<file path="src/rtl/noc_inject_pkg.sv">
// Shared types and constants for the NoC flit-injection source.
package noc_inject_pkg;

  localparam int FLIT_W_DEFAULT = 20;
  localparam int STAT_W         = 16;

  typedef enum logic [1:0] {
    IDLE = 2'd0,
    SEND = 2'd1,
    GAP  = 2'd2,
    DONE = 2'd3
  } inj_state_t;

endpackage

</file>
<file path="src/rtl/noc_flit_inject_src_if.sv">
// Flit stream from the injection source into a router local port.
interface noc_flit_inject_src_if
  import noc_inject_pkg::*;
#(
  parameter int FLIT_W = FLIT_W_DEFAULT
);

  logic [FLIT_W-1:0] dataout;
  logic              out_valid;
  logic              out_ready;

  modport master (output dataout, output out_valid, input out_ready);
  modport slave  (input dataout, input out_valid, output out_ready);

endinterface

</file>
<file path="src/rtl/noc_inject_mem.sv">
// Pattern storage: synchronous write, asynchronous read.
module noc_inject_mem
   import noc_inject_pkg::*;
#(
   parameter int    FLIT_W    = FLIT_W_DEFAULT,
   parameter int    DEPTH     = 32,
   parameter int    ADDR_W    = $clog2(DEPTH),
   parameter string INIT_FILE = ""
) (
   input  logic              clk,
   input  logic              i_wr_en,
   input  logic [ADDR_W-1:0] i_wr_addr,
   input  logic [FLIT_W-1:0] i_wr_data,
   input  logic [ADDR_W-1:0] i_rd_addr,
   output logic [FLIT_W-1:0] o_rd_data
);

   logic [FLIT_W-1:0] r_mem [DEPTH];

   // Contents are not reset; cleared once at elaboration.
   initial begin
      for (int i = 0; i < DEPTH; i++) r_mem[i] = '0;
   end

   always_ff @(posedge clk) begin
      if (i_wr_en) r_mem[i_wr_addr] <= i_wr_data;
   end

   assign o_rd_data = r_mem[i_rd_addr];

endmodule

</file>
<file path="src/rtl/noc_flit_inject_src.sv">
// Programmable flit-injection source with burst, gap and repeat control.
// Define INJ_STATS_EN to add saturating sent/stall counters.
module noc_flit_inject_src
  import noc_inject_pkg::*;
#(
  parameter int    FLIT_W    = FLIT_W_DEFAULT,
  parameter int    DEPTH     = 32,
  parameter int    ADDR_W    = $clog2(DEPTH),
  parameter int    GAP_W     = 4,
  parameter string INIT_FILE = ""
) (
  input  logic              clk,
  input  logic              rst,
  input  logic              i_enable,
  input  logic [ADDR_W:0]   i_num_flits,
  input  logic [GAP_W-1:0]  i_gap,
  input  logic              i_repeat_mode,
  input  logic              i_wr_en,
  input  logic [ADDR_W-1:0] i_wr_addr,
  input  logic [FLIT_W-1:0] i_wr_data,
  noc_flit_inject_src_if.master m_out,
  output logic              o_busy,
  output logic              o_done
`ifdef INJ_STATS_EN
  ,
  output logic [STAT_W-1:0] o_sent_cnt,
  output logic [STAT_W-1:0] o_stall_cnt
`endif
);

  localparam logic [1:0] S_IDLE = IDLE;
  localparam logic [1:0] S_SEND = SEND;
  localparam logic [1:0] S_GAP  = GAP;
  localparam logic [1:0] S_DONE = DONE;

  logic [1:0]        r_state;
  logic [ADDR_W-1:0] r_idx;
  logic [ADDR_W:0]   r_len;
  logic [GAP_W-1:0]  r_gap;
  logic [GAP_W-1:0]  r_gcnt;
  logic              r_rep;
  logic [FLIT_W-1:0] r_dataout;
  logic              r_valid;
  logic              r_done;

  logic              w_xfer;
  logic              w_last;
  logic              w_start;
  logic              w_wr_ok;
  logic [ADDR_W-1:0] w_next;
  logic [ADDR_W-1:0] w_rd_addr;
  logic [ADDR_W:0]   w_len_start;
  logic [FLIT_W-1:0] w_rd_data;

  assign w_xfer      = r_valid & m_out.out_ready;
  assign w_last      = ({1'b0, r_idx} == (r_len - (ADDR_W+1)'(1)));
  assign w_next      = w_last ? '0 : r_idx + ADDR_W'(1);
  assign w_start     = i_enable && (i_num_flits != '0);
  assign w_len_start = (i_num_flits > (ADDR_W+1)'(DEPTH)) ? (ADDR_W+1)'(DEPTH) : i_num_flits;
  assign w_wr_ok     = i_wr_en && !o_busy && ({1'b0, i_wr_addr} < (ADDR_W+1)'(DEPTH));

  // Single read port: address depends on which flit the next edge loads.
  always_comb begin
    w_rd_addr = r_idx;
    case (r_state)
      S_IDLE:  w_rd_addr = '0;
      S_SEND:  w_rd_addr = w_next;
      default: w_rd_addr = r_idx;
    endcase
  end

  noc_inject_mem #(
    .FLIT_W    (FLIT_W),
    .DEPTH     (DEPTH),
    .ADDR_W    (ADDR_W),
    .INIT_FILE (INIT_FILE)
  ) u_mem (
    .clk       (clk),
    .i_wr_en   (w_wr_ok),
    .i_wr_addr (i_wr_addr),
    .i_wr_data (i_wr_data),
    .i_rd_addr (w_rd_addr),
    .o_rd_data (w_rd_data)
  );

  always_ff @(posedge clk or negedge rst) begin
    if (!rst) begin
      r_state   <= S_IDLE;
      r_idx     <= '0;
      r_len     <= '0;
      r_gap     <= '0;
      r_gcnt    <= '0;
      r_rep     <= 1'b0;
      r_dataout <= '0;
      r_valid   <= 1'b0;
      r_done    <= 1'b0;
    end else begin
      case (r_state)
        S_IDLE: begin
          if (w_start) begin
            r_len     <= w_len_start;
            r_gap     <= i_gap;
            r_rep     <= i_repeat_mode;
            r_idx     <= '0;
            r_dataout <= w_rd_data;
            r_valid   <= 1'b1;
            r_state   <= S_SEND;
          end
        end
        S_SEND: begin
          if (w_xfer) begin
            // Abort only ever takes effect after the pending flit is accepted.
            if (!i_enable || (w_last && !r_rep)) begin
              r_valid <= 1'b0;
              r_done  <= 1'b1;
              r_state <= S_DONE;
            end else if (r_gap == '0) begin
              r_dataout <= w_rd_data;
              r_idx     <= w_next;
            end else begin
              r_valid <= 1'b0;
              r_gcnt  <= r_gap;
              r_idx   <= w_next;
              r_state <= S_GAP;
            end
          end
        end
        S_GAP: begin
          r_gcnt <= r_gcnt - GAP_W'(1);
          if (!i_enable) begin
            r_done  <= 1'b1;
            r_state <= S_DONE;
          end else if (r_gcnt == GAP_W'(1)) begin
            r_dataout <= w_rd_data;
            r_valid   <= 1'b1;
            r_state   <= S_SEND;
          end
        end
        S_DONE: begin
          if (!i_enable) begin
            r_done  <= 1'b0;
            r_state <= S_IDLE;
          end
        end
        default: r_state <= S_IDLE;
      endcase
    end
  end

  assign m_out.dataout   = r_dataout;
  assign m_out.out_valid = r_valid;
  assign o_busy          = (r_state == S_SEND) || (r_state == S_GAP);
  assign o_done          = r_done;

`ifdef INJ_STATS_EN
  logic [STAT_W-1:0] r_sent_cnt;
  logic [STAT_W-1:0] r_stall_cnt;

  always_ff @(posedge clk or negedge rst) begin
    if (!rst) begin
      r_sent_cnt  <= '0;
      r_stall_cnt <= '0;
    end else if ((r_state == S_IDLE) && w_start) begin
      r_sent_cnt  <= '0;
      r_stall_cnt <= '0;
    end else begin
      if (w_xfer && (r_sent_cnt != '1)) r_sent_cnt <= r_sent_cnt + STAT_W'(1);
      if (r_valid && !m_out.out_ready && (r_stall_cnt != '1))
        r_stall_cnt <= r_stall_cnt + STAT_W'(1);
    end
  end

  assign o_sent_cnt  = r_sent_cnt;
  assign o_stall_cnt = r_stall_cnt;
`endif

endmodule

</file>
<file path="src/flat_wrapper.sv">
// flat-port wrapper written by rule: the top's interface ports become plain ports
module noc_flit_inject_src_flat import noc_inject_pkg::*;
#(
  parameter int    FLIT_W    = FLIT_W_DEFAULT,
  parameter int    DEPTH     = 32,
  parameter int    ADDR_W    = $clog2(DEPTH),
  parameter int    GAP_W     = 4,
  parameter string INIT_FILE = ""
)
  (clk, rst, i_enable, i_num_flits, i_gap, i_repeat_mode, i_wr_en, i_wr_addr, i_wr_data, o_busy, o_done, m_out_dataout, m_out_out_valid, m_out_out_ready);
  noc_flit_inject_src_if #(.FLIT_W(FLIT_W)) m_out_i ();
  input  logic clk;
  input  logic rst;
  input  logic i_enable;
  input  logic [ADDR_W:0] i_num_flits;
  input  logic [GAP_W-1:0] i_gap;
  input  logic i_repeat_mode;
  input  logic i_wr_en;
  input  logic [ADDR_W-1:0] i_wr_addr;
  input  logic [FLIT_W-1:0] i_wr_data;
  output logic o_busy;
  output logic o_done;
  output wire logic [$bits(m_out_i.dataout)-1:0] m_out_dataout;
  output wire logic [$bits(m_out_i.out_valid)-1:0] m_out_out_valid;
  input wire logic [$bits(m_out_i.out_ready)-1:0] m_out_out_ready;
  assign m_out_dataout = m_out_i.dataout;
  assign m_out_out_valid = m_out_i.out_valid;
  assign m_out_i.out_ready = m_out_out_ready;
  noc_flit_inject_src #(.FLIT_W(FLIT_W), .DEPTH(DEPTH), .ADDR_W(ADDR_W), .GAP_W(GAP_W), .INIT_FILE(INIT_FILE)) u_core (.clk(clk), .rst(rst), .i_enable(i_enable), .i_num_flits(i_num_flits), .i_gap(i_gap), .i_repeat_mode(i_repeat_mode), .i_wr_en(i_wr_en), .i_wr_addr(i_wr_addr), .i_wr_data(i_wr_data), .m_out(m_out_i), .o_busy(o_busy), .o_done(o_done));
endmodule
</file>
<file path="config.mk">
export PLATFORM = sky130hd
export DESIGN_NAME = noc_flit_inject_src_flat
export DESIGN_NICKNAME = d
export VERILOG_FILES = /design/src/rtl/noc_inject_pkg.sv /design/src/rtl/noc_flit_inject_src_if.sv /design/src/rtl/noc_inject_mem.sv /design/src/rtl/noc_flit_inject_src.sv /design/src/flat_wrapper.sv
export SDC_FILE = /design/constraint.sdc
export NUM_CORES = 1
export LEC_CHECK = 0
export ABC_AREA = 1
export CORE_MARGIN = 2
export CORE_UTILIZATION = 45
export CTS_BUF_LIST = sky130_fd_sc_hd__clkbuf_16
export DETAILED_ROUTE_END_ITERATION = 8
export MAX_ROUTING_LAYER = met4
export PLACE_DENSITY = 0.7
export SLEW_MARGIN = 20
export SYNTH_ARGS = -nofsm -noshare
export SYNTH_HDL_FRONTEND = slang
export SYNTH_SLANG_ARGS = --single-unit
</file>
<file path="constraint.sdc">
create_clock -name clk -period 6.3 [get_ports clk]
set_input_delay 1.26 -clock clk [delete_from_list [all_inputs] [get_ports clk]]
set_output_delay 1.26 -clock clk [all_outputs]
set_load 0.005 [all_outputs]
</file>
Word level (Yosys, flattened, before mapping) --
Memory sizes are Yosys's and may differ from the RTL's. Cells that the tools add are included.
Cells by class: add/subtract/negate cells 3, order comparisons 1, eq/ne operators 17, muxes and demuxes 40, bitwise operators 1, reductions and logical operators 22
Operators by type and width (count):
- two-way mux 20 bit | 6
- one-hot mux 20 bit (3 select lines) | 1
- two-way mux 5 bit | 4
- one-hot mux 5 bit (2 select lines) | 2
- two-way mux 2 bit | 7
- two-way mux 1 bit | 12
- two-way mux 4 bit | 3
- inequality test 2 x 1 -> 1 bit (second input constant) | 5
- inequality test 2 bit (second input constant) | 5
- AND reduction 5 bit | 2
- one-hot mux 2 bit (4 select lines) | 1
- one-hot mux 4 bit (2 select lines) | 1
- AND reduction 4 bit | 2
- AND reduction 7 bit | 1
- == test 5 x 6 -> 1 bit | 1
- > comparator 6 bit (second input constant) | 1
- two-way mux 6 bit | 1
- inequality test 3 x 2 -> 1 bit (second input constant) | 2
- one-hot mux 1 bit (3 select lines) | 2
- AND reduction 6 bit | 1
- nonzero test 3 bit | 2
- nonzero test 6 bit | 1
- subtractor 6 x 1 -> 6 bit (second input constant) | 1
- adder 5 x 1 -> 5 bit (second input constant) | 1
- 12 further kinds | 19
Storage, ports and cells: flip-flop bits (word level) 44, RAM bits 640, output and inout bits 23, logic and storage cells 94, memories 1
Memories:
- u_core.u_mem.r_mem | depth 32, bits a word 20, rd ports 1, clocked after Yosys merged registers in 0, write ports 1, line noc_inject_mem.sv:18 | logic [FLIT_W-1:0] r_mem [DEPTH];

Logic depth before layout (Yosys ltp) --
An unclocked memory read counts as a cell.
depth after elaboration 9, gate-level depth with buffers 22, depth with buffers taken out 20

Cells and area by module --
A second synthesis with hierarchy kept.
Second synthesis, totals: cell total of the unflattened synthesis 2525, area, all modules 28581.2 µm²
Modules (own cells, without submodules):
- noc_inject_mem | instances 1, cells an instance 2210, area each 26118.8 µm², seq. area each 19218.4 µm²
- noc_flit_inject_src | instances 1, cells an instance 315, area each 2462.4 µm², seq. area each 1101.1 µm²

Least setup slack after synthesis --
OpenSTA, ideal clock, no wires.
path kind input -> register, from in i_wr_en, to mem u_core.u_mem.r_mem[0][0] (netlist name) (enable), library setup time 397 ps, data arrival time 2575 ps, data required time 5903 ps, setup slack 3328 ps, cell stages on the path 4, path through inv_1 nor2_1 nand3_1 nor2_1
On the way: longest elaborated chain between the ends 3
Ends and longest elaborated chain:
- start: declaration | line flat_wrapper.sv:18 | input logic i_wr_en;
- logical AND 1 bit | line noc_flit_inject_src.sv:60 | assign w_wr_ok = i_wr_en && !o_busy && ({1'b0, i_wr_addr} < (ADDR_W+1)'(DEPTH));
- two-way mux 1 bit | line noc_inject_mem.sv:26 | if (i_wr_en) r_mem[i_wr_addr] <= i_wr_data;
- two-way mux 1 bit (not written as such) | line noc_inject_mem.sv:26
- end: declaration | line noc_inject_mem.sv:18
No other way between the ends.

Worst setup path after layout --
from reg u_core.r_state[1], to reg u_core.r_dataout[10], in the netlist u_core.m_out.dataout[10]
On the way: longest elaborated chain between the ends 7, elaborated cells on any way between the ends 20, those cells by class eq/ne: 8; mux: 8; reduce/logical: 3; memory: 1
Ends and longest elaborated chain:
- start: declaration | line noc_flit_inject_src.sv:36 | logic [1:0] r_state;
- start signal: assignment | line noc_flit_inject_src.sv:88 | r_state <= S_IDLE;
- start signal: assignment | line noc_flit_inject_src.sv:107 | r_state <= S_SEND;
- start signal: assignment | line noc_flit_inject_src.sv:116 | r_state <= S_DONE;
- == test 2 x 1 -> 1 bit or logical NOT 2 bit (tied branches) | line noc_flit_inject_src.sv:65, noc_flit_inject_src.sv:98
- one-hot mux 5 bit (2 select lines) | line noc_flit_inject_src.sv:65 | case (r_state)
- memory (32 x 20 bit)
- two-way mux 20 bit | line noc_flit_inject_src.sv:117 | end else if (r_gap == '0) begin
- two-way mux 20 bit | line noc_flit_inject_src.sv:113 | if (!i_enable || (w_last && !r_rep)) begin
- two-way mux 20 bit | line noc_flit_inject_src.sv:111 | if (w_xfer) begin
- one-hot mux 20 bit (3 select lines) | line noc_flit_inject_src.sv:98 | case (r_state)
- end signal: assignment | line noc_flit_inject_src.sv:105 | r_dataout <= w_rd_data;
- end signal: assignment | line noc_flit_inject_src.sv:118 | r_dataout <= w_rd_data;
- end signal: assignment | line noc_flit_inject_src.sv:134 | r_dataout <= w_rd_data;
- end: declaration | line noc_flit_inject_src.sv:42 | logic [FLIT_W-1:0] r_dataout;
Parallel ways exist; a longest one is shown, timed or not. The select of a mux whose other input is x is not followed. A chain may end at the register's enable or synchronous reset.

==> out/metrics.yaml <==
outcome:
  status: "finished, final reports clean"
placement:
  place_hpwl_mm: 44.6
  portBuffers: 63
  gp_congestion: 0.843
finish:
  syn_to_final_growth_pct: 12.0
  diodes: 0
  seq_area_sq_um: 20300
  drive_gt1_share_pct: 8.10
  fill_cells: 5577
  multi_input_area_sq_um: 7990
  fin_nets: 2820
  postLayoutCoreUtil_pct: 50.9
sta:
  fmax_ghz: 0.247
  finalMaxSlewViolations: 0
  rsz0062_at_grt: "no"
  fin_crit_sh_pct: 64.3
  final.setup_skew_ns: 0.0277
  fin_crit_ns: 4.05
  tightestPinTransition_ns: 1.06
  max_slew_margin_pct: 29.1
  hold_viol: 0
  finalSetupViolCount: 0
  tns_ns: 0
pwr:
  p_per_area_nw_per_um2: 421
  power.total_mw: 14.1
  irDropWorstVdd_mv: 0.300
  p_leak_nw: 12.9
yosys:
  yosysSeqAreaShare_pct: 68.0
  synthArstFlopShare_pct: 6.43
  synth_flop_cell: "edfxtp_1"
  synth_area_sq_um: 29900
  ys_ff_latch: 684
  synth_cell_types: 33
  synth_most_common_cell: "nand2_1"
  yosysWarnings: 0
  synth_top_cell_area_share_pct: 64.4
  synth.largest_area_cell: "edfxtp_1"
  synth.cells.most_frequent: "nand2_1 (824), nand3_1 (667), edfxtp_1 (640), inv_1 (176), nand3b_1 (100)"
  synth_edf_count: 640
  synthCells: 2743
  synth_area_per_cell_sq_um: 10.9
  syn_nets: 2793
  netlist_top_cells_area: "edfxtp_1 (64%), nand3_1 (11%), nand2_1 (10%), dfrtp_1 (3.7%), nand3b_1 (2.5%)"
setup_path:
  cp-start-kind: "flip-flop"
  endpoint_kind: "flip-flop"
  crit_start: "u_core.r_state[1]$_DFFE_PN0P_"
  crit_fanout: 98
  slowest_delay_ns: 0.68
  regToRegStartpoint: "u_core.r_state[1]$_DFFE_PN0P_"
  cp_cell_sequence: "inv_1 > ha_1 > inv_1 > nor2_1 > nand2_8 > nand2_8 > buf_12 > nand2_1 > nand2_1 > nand2_1 > nand3_1 > nand3_1 > nand3_1 > nand3_1 > nand2_1"
  worstSetupPathType: "flip-flop to flip-flop"
  reg2reg_slack_ns: 2.25
  critPathRequiredTime_ns: 6.85
  critPathSlowestCell: "nand2_8"
  crit_arrival_ns: 4.60
clock_network:
  cts_buffer_depth: 3
  clock_latency_ns: 0.63
  clock_tree.root_cell: "clkbuf_16"
  post_cts_buffers: 0
  cts_tree: "done"
  cts_made_buffers: 71
  clkSinkCount: 684
  ctsHoldBuffers: 0
  ctsResizeCount: 0
  htreeDepth: 3
  clk_pin_slew_ns: 0.06
run:
  drv_cap: 0
grt:
  grt_pass1_vias: 20045
  antenna_found_initial: 0
  grt_pass1_wl_mm: 120
  overflow: 0
  grt_usage_pct: 23.8
  grt_max_degree: 168
drt:
  wire_per_inst_um: 21.4
  wirelength_mm: 79.1
  drt_iter0_markers: 2438
  dr.pass1.iters: 6
  postRouteAntennaNets: 0
  num_vias: 20852
  drc: 0
  via_per_inst: 5.65
floorplanning:
  initial_core_util_pct: 45.4
  dieWidth_um: 262
  dieArea_sq_um: 68400
  rows: 94
  fp.coreArea_sq_um: 65700
  num_io_pins: 64
  die-height_um: 262
min_path:
  hold_path_class: "flip-flop to flip-flop"
  hp-start: "u_core.r_rep$_DFFE_PN0P_"
critical path: cells and delay by family (launching register included):
family | cells | cell delay [ns]
adders and majority gates | 1 | 0.33
buffers and inverters | 3 | 0.72
DFF | 1 | 0.45
and+or+nand+nor | 11 | 2.35
cells in the final DEF, fill, tap and decap left out, types with 21 or more instances in the layout:
master / n
clkbuf_16: 72
dfrtp_1: 44
buf_4: 62
nand2_1: 823
clkdlybuf4s50_1: 53
o21ai_0: 21
nand3_1: 667
inv_1: 190
edfxtp_1: 640
nor2_2: 34
nand3b_1: 100
registers in the layout, summed over array words and instances, names as in the netlist:
| register | count |
|---|---|
| u_core.m_out.dataout | 20 |
| u_core.m_out.out_valid | 1 |
| u_core.o_done | 1 |
| u_core.r_gap | 4 |
| u_core.r_gcnt | 4 |
| u_core.r_idx | 5 |
| u_core.r_len | 6 |
| u_core.r_rep | 1 |
| u_core.r_state | 2 |
| u_core.u_mem.r_mem | 640 |
metrics by stage:
step / instances / instance area [sq um] / setup WS (ns) / hold WS [ns]
detailed placement: 3561 / 31200 / 2.29 / 0.452
global route: 3692 / 33500 / 1.95 / 0.486
global placement: 3561 / 31200 / 2.35 / 0.455
finish: 3692 / 33500 / 2.25 / 0.471
CTS: 3692 / 33500 / 2.29 / 0.475
floorplan: 2743 / 29900 / 3.33 / 0.434
routing by layer:
| metal | global-route usage, % | vias up | share of wire, % |
|---|---|---|---|
| met5 | - | - | 0 |
| met4 | 8.35 | 0 | 3.2 |
| met3 | 4.48 | 178 | 9.6 |
| met2 | 36.5 | 1031 | 46 |
| met1 | 32.0 | 10145 | 41 |
| li1 | - | 9498 | - |
power by group:
| group | switching (mW) | internal (mW) | total, mW |
|---|---|---|---|
| clock network | 1.78 | 2.30 | 4.09 |
| registers | 0.161 | 5.17 | 5.33 |
| logic | 3.27 | 1.42 | 4.68 |
worst paths after layout:
kind,to,cells past startpoint
max,u_core.m_out.dataout[10]$_DFFE_PN0P_,15
min,u_core.r_rep$_DFFE_PN0P_,2
max reg2reg,u_core.m_out.dataout[10]$_DFFE_PN0P_,15
min reg2reg,u_core.r_rep$_DFFE_PN0P_,2
max in group asynchronous,u_core.m_out.dataout[6]$_DFFE_PN0P_,2
min in group asynchronous,u_core.r_idx[4]$_DFFE_PN0P_,2
logic make-up after synthesis:
| logic type | count (synthesis) | synth area share, % |
|---|---|---|
| xor+xnor | 4 | 0.117 |
| fa+ha+maj | 9 | 0.377 |
| buf+inv | 355 | 5.69 |
| simple gates | 1653 | 25.1 |
| flops | 684 | 68.0 |
| compound gates | 38 | 0.712 |
cell type report:
class,count,share of cell area [%]
flip-flops and latches,684,60.7
clock buffers,72,5.39
multi-input cells,1704,23.9
well taps,864,3.23
clock inverters,59,1.37
repair buffers,129,3.37
inverters,180,2.03
Note: power is estimated with default switching activity, not from simulation.
